==> src/rtl/param_sram_pkg.sv <==
// Shared types and helpers for the parametrised single-port SRAM.
// The byte merge works on a fixed maximum width; callers zero-extend and truncate.
package sram_pkg;

    typedef enum logic {
        SRAM_INIT  = 1'b0,
        SRAM_READY = 1'b1
    } sram_state_e;

    localparam int SRAM_RD_LAT_MIN = 1;
    localparam int SRAM_RD_LAT_MAX = 2;
    localparam int SRAM_MAX_W      = 512;

    function automatic logic [SRAM_MAX_W-1:0] byte_merge(
        input logic [SRAM_MAX_W-1:0]   old_w,
        input logic [SRAM_MAX_W-1:0]   new_w,
        input logic [SRAM_MAX_W/8-1:0] be
    );
        logic [SRAM_MAX_W-1:0] res;
        res = old_w;
        for (int b = 0; b < SRAM_MAX_W/8; b++) begin
            if (be[b]) begin
                res[b*8 +: 8] = new_w[b*8 +: 8];
            end
        end
        return res;
    endfunction

endpackage

==> src/rtl/param_sram_rd_pipe.sv <==
// Delay line for the read {valid, data} pair; data is held at zero whenever
// the matching valid is low so the output bus is quiet between reads.
module sram_rd_pipe
    import sram_pkg::*;
#(
    parameter int DATA_W = 8,
    parameter int STAGES = 0
)(
    input  logic              i_clk,
    input  logic              i_rst_n,
    input  logic              i_vld,
    input  logic [DATA_W-1:0] i_data,
    output logic              o_vld,
    output logic [DATA_W-1:0] o_data
);

    generate
        if (STAGES == 0) begin : g_pass
            assign o_vld  = i_vld;
            assign o_data = i_vld ? i_data : '0;
        end else begin : g_regs
            logic              r_vld_p  [STAGES];
            logic [DATA_W-1:0] r_data_p [STAGES];

            // Stage boundary: each entry is one extra cycle of read latency
            always_ff @(posedge i_clk) begin
                if (!i_rst_n) begin
                    for (int s = 0; s < STAGES; s++) begin
                        r_vld_p[s]  <= 1'b0;
                        r_data_p[s] <= '0;
                    end
                end else begin
                    r_vld_p[0]  <= i_vld;
                    r_data_p[0] <= i_vld ? i_data : '0;
                    for (int s = 1; s < STAGES; s++) begin
                        r_vld_p[s]  <= r_vld_p[s-1];
                        r_data_p[s] <= r_vld_p[s-1] ? r_data_p[s-1] : '0;
                    end
                end
            end

            assign o_vld  = r_vld_p[STAGES-1];
            assign o_data = r_vld_p[STAGES-1] ? r_data_p[STAGES-1] : '0;
        end
    endgenerate

endmodule

==> src/rtl/param_sram.sv <==
// Parametrised single-port SRAM with byte enables, 1- or 2-cycle reads,
// selectable collision policy and an optional clearing walk after reset.
module param_sram
    import sram_pkg::*;
#(
    parameter int               DATA_W      = 8,
    parameter int               DEPTH       = 128,
    parameter int               RD_LATENCY  = 1,
    parameter bit               WRITE_FIRST = 1'b0,
    parameter bit               INIT_CLEAR  = 1'b1,
    parameter logic [DATA_W-1:0] INIT_VALUE = '0,
    localparam int              AW          = (DEPTH > 1) ? $clog2(DEPTH) : 1,
    localparam int              BE_W        = DATA_W / 8
)(
    input  logic              sram_clk,
    input  logic              sram_rst_n,
    input  logic              wr_enable,
    input  logic              rd_enable,
    input  logic [BE_W-1:0]   sram_byte_en,
    input  logic [AW-1:0]     ram_index,
    input  logic [DATA_W-1:0] sram_data_in,
    output logic [DATA_W-1:0] sram_data_out,
    output logic              sram_rd_valid,
    output logic              sram_init_busy,
    output logic              sram_access_err
);

    localparam logic [AW:0]   LP_DEPTH = (AW + 1)'(DEPTH);
    localparam logic [AW-1:0] LP_LAST  = AW'(DEPTH - 1);

    generate
        if ((DATA_W % 8) != 0 || DATA_W > SRAM_MAX_W ||
            RD_LATENCY < SRAM_RD_LAT_MIN || RD_LATENCY > SRAM_RD_LAT_MAX) begin : g_bad_cfg
            $error("param_sram: DATA_W must be a multiple of 8 and RD_LATENCY 1 or 2");
        end
    endgenerate

    logic [DATA_W-1:0] r_mem [DEPTH];

    sram_state_e       r_state;
    logic [AW-1:0]     r_cnt;
    logic              r_err;
    logic              r_vld_p1;
    logic [DATA_W-1:0] r_data_p1;

    logic              w_in_range;
    logic              w_ready;
    logic              w_rd_ok;
    logic              w_wr_ok;
    logic              w_init_wr;
    logic              w_drop;
    logic [AW-1:0]     w_idx;
    logic [DATA_W-1:0] w_rd_word;
    logic [DATA_W-1:0] w_merged;
    logic [DATA_W-1:0] w_rd_data;

    assign w_in_range = ({1'b0, ram_index} < LP_DEPTH);
    assign w_ready    = (r_state == SRAM_READY);
    assign w_idx      = w_in_range ? ram_index : '0;
    assign w_rd_word  = r_mem[w_idx];

    assign w_merged = DATA_W'(byte_merge(SRAM_MAX_W'(w_rd_word),
                                         SRAM_MAX_W'(sram_data_in),
                                         (SRAM_MAX_W/8)'(sram_byte_en)));

    // A write coinciding with reset is discarded, as is any access out of range
    assign w_rd_ok   = sram_rst_n & w_ready & rd_enable & w_in_range;
    assign w_wr_ok   = sram_rst_n & w_ready & wr_enable & w_in_range;
    assign w_init_wr = sram_rst_n & (r_state == SRAM_INIT);
    assign w_drop    = (rd_enable | wr_enable) & (~w_ready | ~w_in_range);

    // Single port: a same-edge read and write always target the same word
    assign w_rd_data = (WRITE_FIRST && w_wr_ok) ? w_merged : w_rd_word;

    always_ff @(posedge sram_clk) begin
        if (w_init_wr) begin
            r_mem[r_cnt] <= INIT_VALUE;
        end else if (w_wr_ok) begin
            r_mem[w_idx] <= w_merged;
        end
    end

    // Stage boundary: request sampled into the first read register
    always_ff @(posedge sram_clk) begin
        if (!sram_rst_n) begin
            r_state   <= INIT_CLEAR ? SRAM_INIT : SRAM_READY;
            r_cnt     <= '0;
            r_err     <= 1'b0;
            r_vld_p1  <= 1'b0;
            r_data_p1 <= '0;
        end else begin
            r_err     <= w_drop;
            r_vld_p1  <= w_rd_ok;
            r_data_p1 <= w_rd_ok ? w_rd_data : '0;
            if (r_state == SRAM_INIT) begin
                if (r_cnt == LP_LAST) begin
                    r_cnt   <= '0;
                    r_state <= SRAM_READY;
                end else begin
                    r_cnt <= r_cnt + AW'(1);
                end
            end
        end
    end

    sram_rd_pipe #(
        .DATA_W (DATA_W),
        .STAGES (RD_LATENCY - 1)
    ) u_rd_pipe (
        .i_clk   (sram_clk),
        .i_rst_n (sram_rst_n),
        .i_vld   (r_vld_p1),
        .i_data  (r_data_p1),
        .o_vld   (sram_rd_valid),
        .o_data  (sram_data_out)
    );

    assign sram_init_busy  = (r_state == SRAM_INIT);
    assign sram_access_err = r_err;

endmodule

==> config.mk <==
export PLATFORM = sky130hd
export DESIGN_NAME = param_sram
export DESIGN_NICKNAME = d
export VERILOG_FILES = /design/src/rtl/param_sram_pkg.sv /design/src/rtl/param_sram_rd_pipe.sv /design/src/rtl/param_sram.sv
export SDC_FILE = /design/constraint.sdc
export NUM_CORES = 1
export LEC_CHECK = 0
export ABC_AREA = 0
export CAP_MARGIN = 20
export CORE_MARGIN = 5
export CORE_UTILIZATION = 68
export DETAILED_ROUTE_END_ITERATION = 6
export DONT_BUFFER_PORTS = 1
export GPL_ROUTABILITY_DRIVEN = 1
export GPL_TIMING_DRIVEN = 0
export PLACE_DENSITY_LB_ADDON = 0.25
export SETUP_SLACK_MARGIN = 0.2
export SLEW_MARGIN = 20
export SYNTH_ARGS = -nofsm -noshare
export SYNTH_HDL_FRONTEND = slang
export SYNTH_SLANG_ARGS = --single-unit
==> constraint.sdc <==
create_clock -name sram_clk -period 14.6 [get_ports sram_clk]
set_input_delay 1.46 -clock sram_clk [delete_from_list [all_inputs] [get_ports sram_clk]]
set_output_delay 1.46 -clock sram_clk [all_outputs]
set_load 0.005 [all_outputs]
==> impl_metrics.ini <==
[grt]
grt_usage_pct = 32.4
grt_max_degree = 25
grt_pass1_wl_um = 150000
grt_pass1_vias = 21965
grt_remaining_overflow = 0
antenna_found_initial = 3

[cells_and_area]
layout_common_cells = edfxtp_1, mux4_2, nor2_1
design_area_um2 = 45900
area_delta_synth_final_pct = 12.3
final_common_cell = edfxtp_1
drive_above_1_share_pct = 21.9
nFillCells = 3015
final_net_count = 2222

[detailed_routing]
vias_per_cell = 7.20
ant_nets = 0
wl_per_cell_um = 34.0
drc = 0
vias = 22006
drt_wl_total_um = 104000
drt_iter0_markers = 3665
drtPass1Iterations = 6

[synthesis]
syn_nets = 2066
synth_seq_cells = 1042
synth_cells = 2045
synth-edff-count = 1024
netlist_area_um2 = 40800
ys_warn_count = 0
synth.yosys.seq_area_share_pct = 76.2
synth_ff_type = edfxtp_1
async_flop_share_pct = 0
synth.avg_cell_area_um2 = 20.0
ys_types = 51

[placed_design]
portBuffers = 0
dpl_cell_area_um2 = 42600
gp_routability_congestion = 0.928
dp_hpwl_um = 67600

[clock_tree]
cts_root_buf = clkbuf_16
hold_buffers = 0
clk_latency_ps = 670
clock_path_buffers = 3
postCtsSetupRepairBufs = 0
cts_resized = 0
cts.sinks = 1042
ctsHtreeMaxLevel = 3
cts_tree = built
clkTransAtPathRegs_ps = 70
numCtsBuffers = 98

[timing]
layout_min_cycle_time_ps = 5420
worst_pin_slew_ps = 1210
finClkSkew_ps = 31.8
fmaxAchievable_mhz = 185
fin_crit_sh_pct = 37.1
finalMaxSlewViolations = 0
hold_viol_final = 0
holdWs_ps = 533
setup_violations = 0
slew_headroom_pct = 19.0
rsz0062_at_grt = false

[setup_path]
cp_max_fo = 17
critPathArrivalTime_ps = 5810
crit_required_ps = 14990
startpoint_type = input port
crit_path_end_kind = flop
criticalPathCategory = input port to flop

[die]
core_area_um2 = 59200
start_util_pct = 68.9
die_area_um2 = 65100
die_h_um = 255
num_rows = 89
ios = 31
dieWidth_um = 255

[power]
fin_total_pwr_mw = 6.02
peakVddDrop_mv = 0.112
p_leak_nw = 16.5
powerDensity_nw_per_um2 = 131

[worst_hold_path]
hold_path_class = flop to flop

[run_status]
run_status = completed

[flow_run]
cap_violations = 0
-- where the power goes --
part	total, mW	switching, mW	internal (mW)
Combinational	0.220	0.145	0.0751
Clock	2.56	1.09	1.47
Sequential	3.24	0.00180	3.24
-- final cells by class --
class                   instances  area, um^2  area share (%)
clock inverters                49         472            1.03
well taps                     773         967            2.11
clock buffers                 132        2730            5.95
repair buffers                 56         694            1.51
inverters                       4        15.0          0.0327
multi-input cells             877        9140            19.9
flip-flops and latches       1042       31100            67.8
plain buffers                 122         724            1.58
diodes                          2        5.00          0.0109
-- critical path, stage by stage --
cell	delay [ps]
clkbuf_2	160
buf_2	380
clkbuf_1	770
mux4_2	420
a22oi_1	340
a21oi_1	160
nor4_2	960
a221oi_4	330
buf_8	270
buf_6	160
buf_6	170
buf_8	160
-- cell families (layout without fill, tap and decap cells) --
logic type                 Yosys count  in the layout  synth area share [%]
DFF                               1042           1042                  76.2
adders and majority gates            1              1                0.0306
muxes                              324            324                  14.3
AOI/OAI and AO/OA                  236            236                  3.98
buffers and inverters              126            363                  1.81
other                                0              2                     0
xor gates and xnor gates             4              4                0.0858
and+or+nand+nor                    312            312                  3.67
-- through the flow --
step                      worst slack (ps)  util [%]  TNS (ps)  std cells
after floorplan                       5250         -         0       2045
after global placement               -2950      70.6  -1871850       2818
after detailed placement              8900      72.0         0       2874
after CTS                             9560      77.4         0       3055
after global routing                  9310      77.4         0       3055
final                                 9180      77.4         0       3057
-- worst paths after layout --
path                                             from                endpoint  slack (ps)  cells past startpoint
worst min-delay path            r_cnt[6]$_SDFFE_PN0N_   r_cnt[3]$_SDFFE_PN0N_         530                      1
worst max register to register     r_state$_SDFF_PN0_  r_mem[26][5]$_DFFE_PP_       10800                      7
worst min register to register  r_cnt[6]$_SDFFE_PN0N_   r_cnt[3]$_SDFFE_PN0N_         530                      1
worst max-delay path                     ram_index[1]   r_mem[0][1]$_DFFE_PP_        9180                     12
-- cells in the mapped netlist, types with 3 or more instances --
cell type  instances  area share [%]
buf_1             12            0.11
and2_1            16            0.25
o221ai_1           8            0.17
buf_2             43            0.53
a22oi_1          105             1.9
edfxtp_1        1024              75
o21ai_0           11            0.13
mux2i_1          116             2.8
o32ai_1            8            0.17
inv_1              3           0.028
nand3_1           22            0.27
nand2b_1          17            0.26
a21oi_1           50            0.61
mux4_2           206              11
nor2b_1           24            0.37
a31oi_1           13            0.20
buf_4             11            0.20
clkbuf_1          33            0.30
a221oi_1          11            0.24
dfxtp_1           18            0.88
nand2_1           38            0.35
nand3b_1           6            0.11
o22ai_1           17            0.26
buf_6             18            0.50
nand4_1            9            0.14
buf_8              3            0.11
and3_1             3           0.046
nor2_1           147             1.4
nor4_2             7            0.21
nor3_1            15            0.18
-- registers in the layout, indices dropped and copies added, names as in the netlist --
name,cells
r_vld_p1,1
r_state,1
sram_access_err,1
r_cnt,7
r_mem,1024
r_data_p1,8
-- metal layers --
metal | GRT usage [%] | wire, um | up-vias
met5 | 0 | 47 | -
met4 | 13.9 | 4950 | 6
met3 | 9.24 | 13700 | 285
met2 | 49.0 | 48500 | 1707
met1 | 45.9 | 36700 | 11242
li1 | - | - | 8766
(Power assumes the default switching activity.)
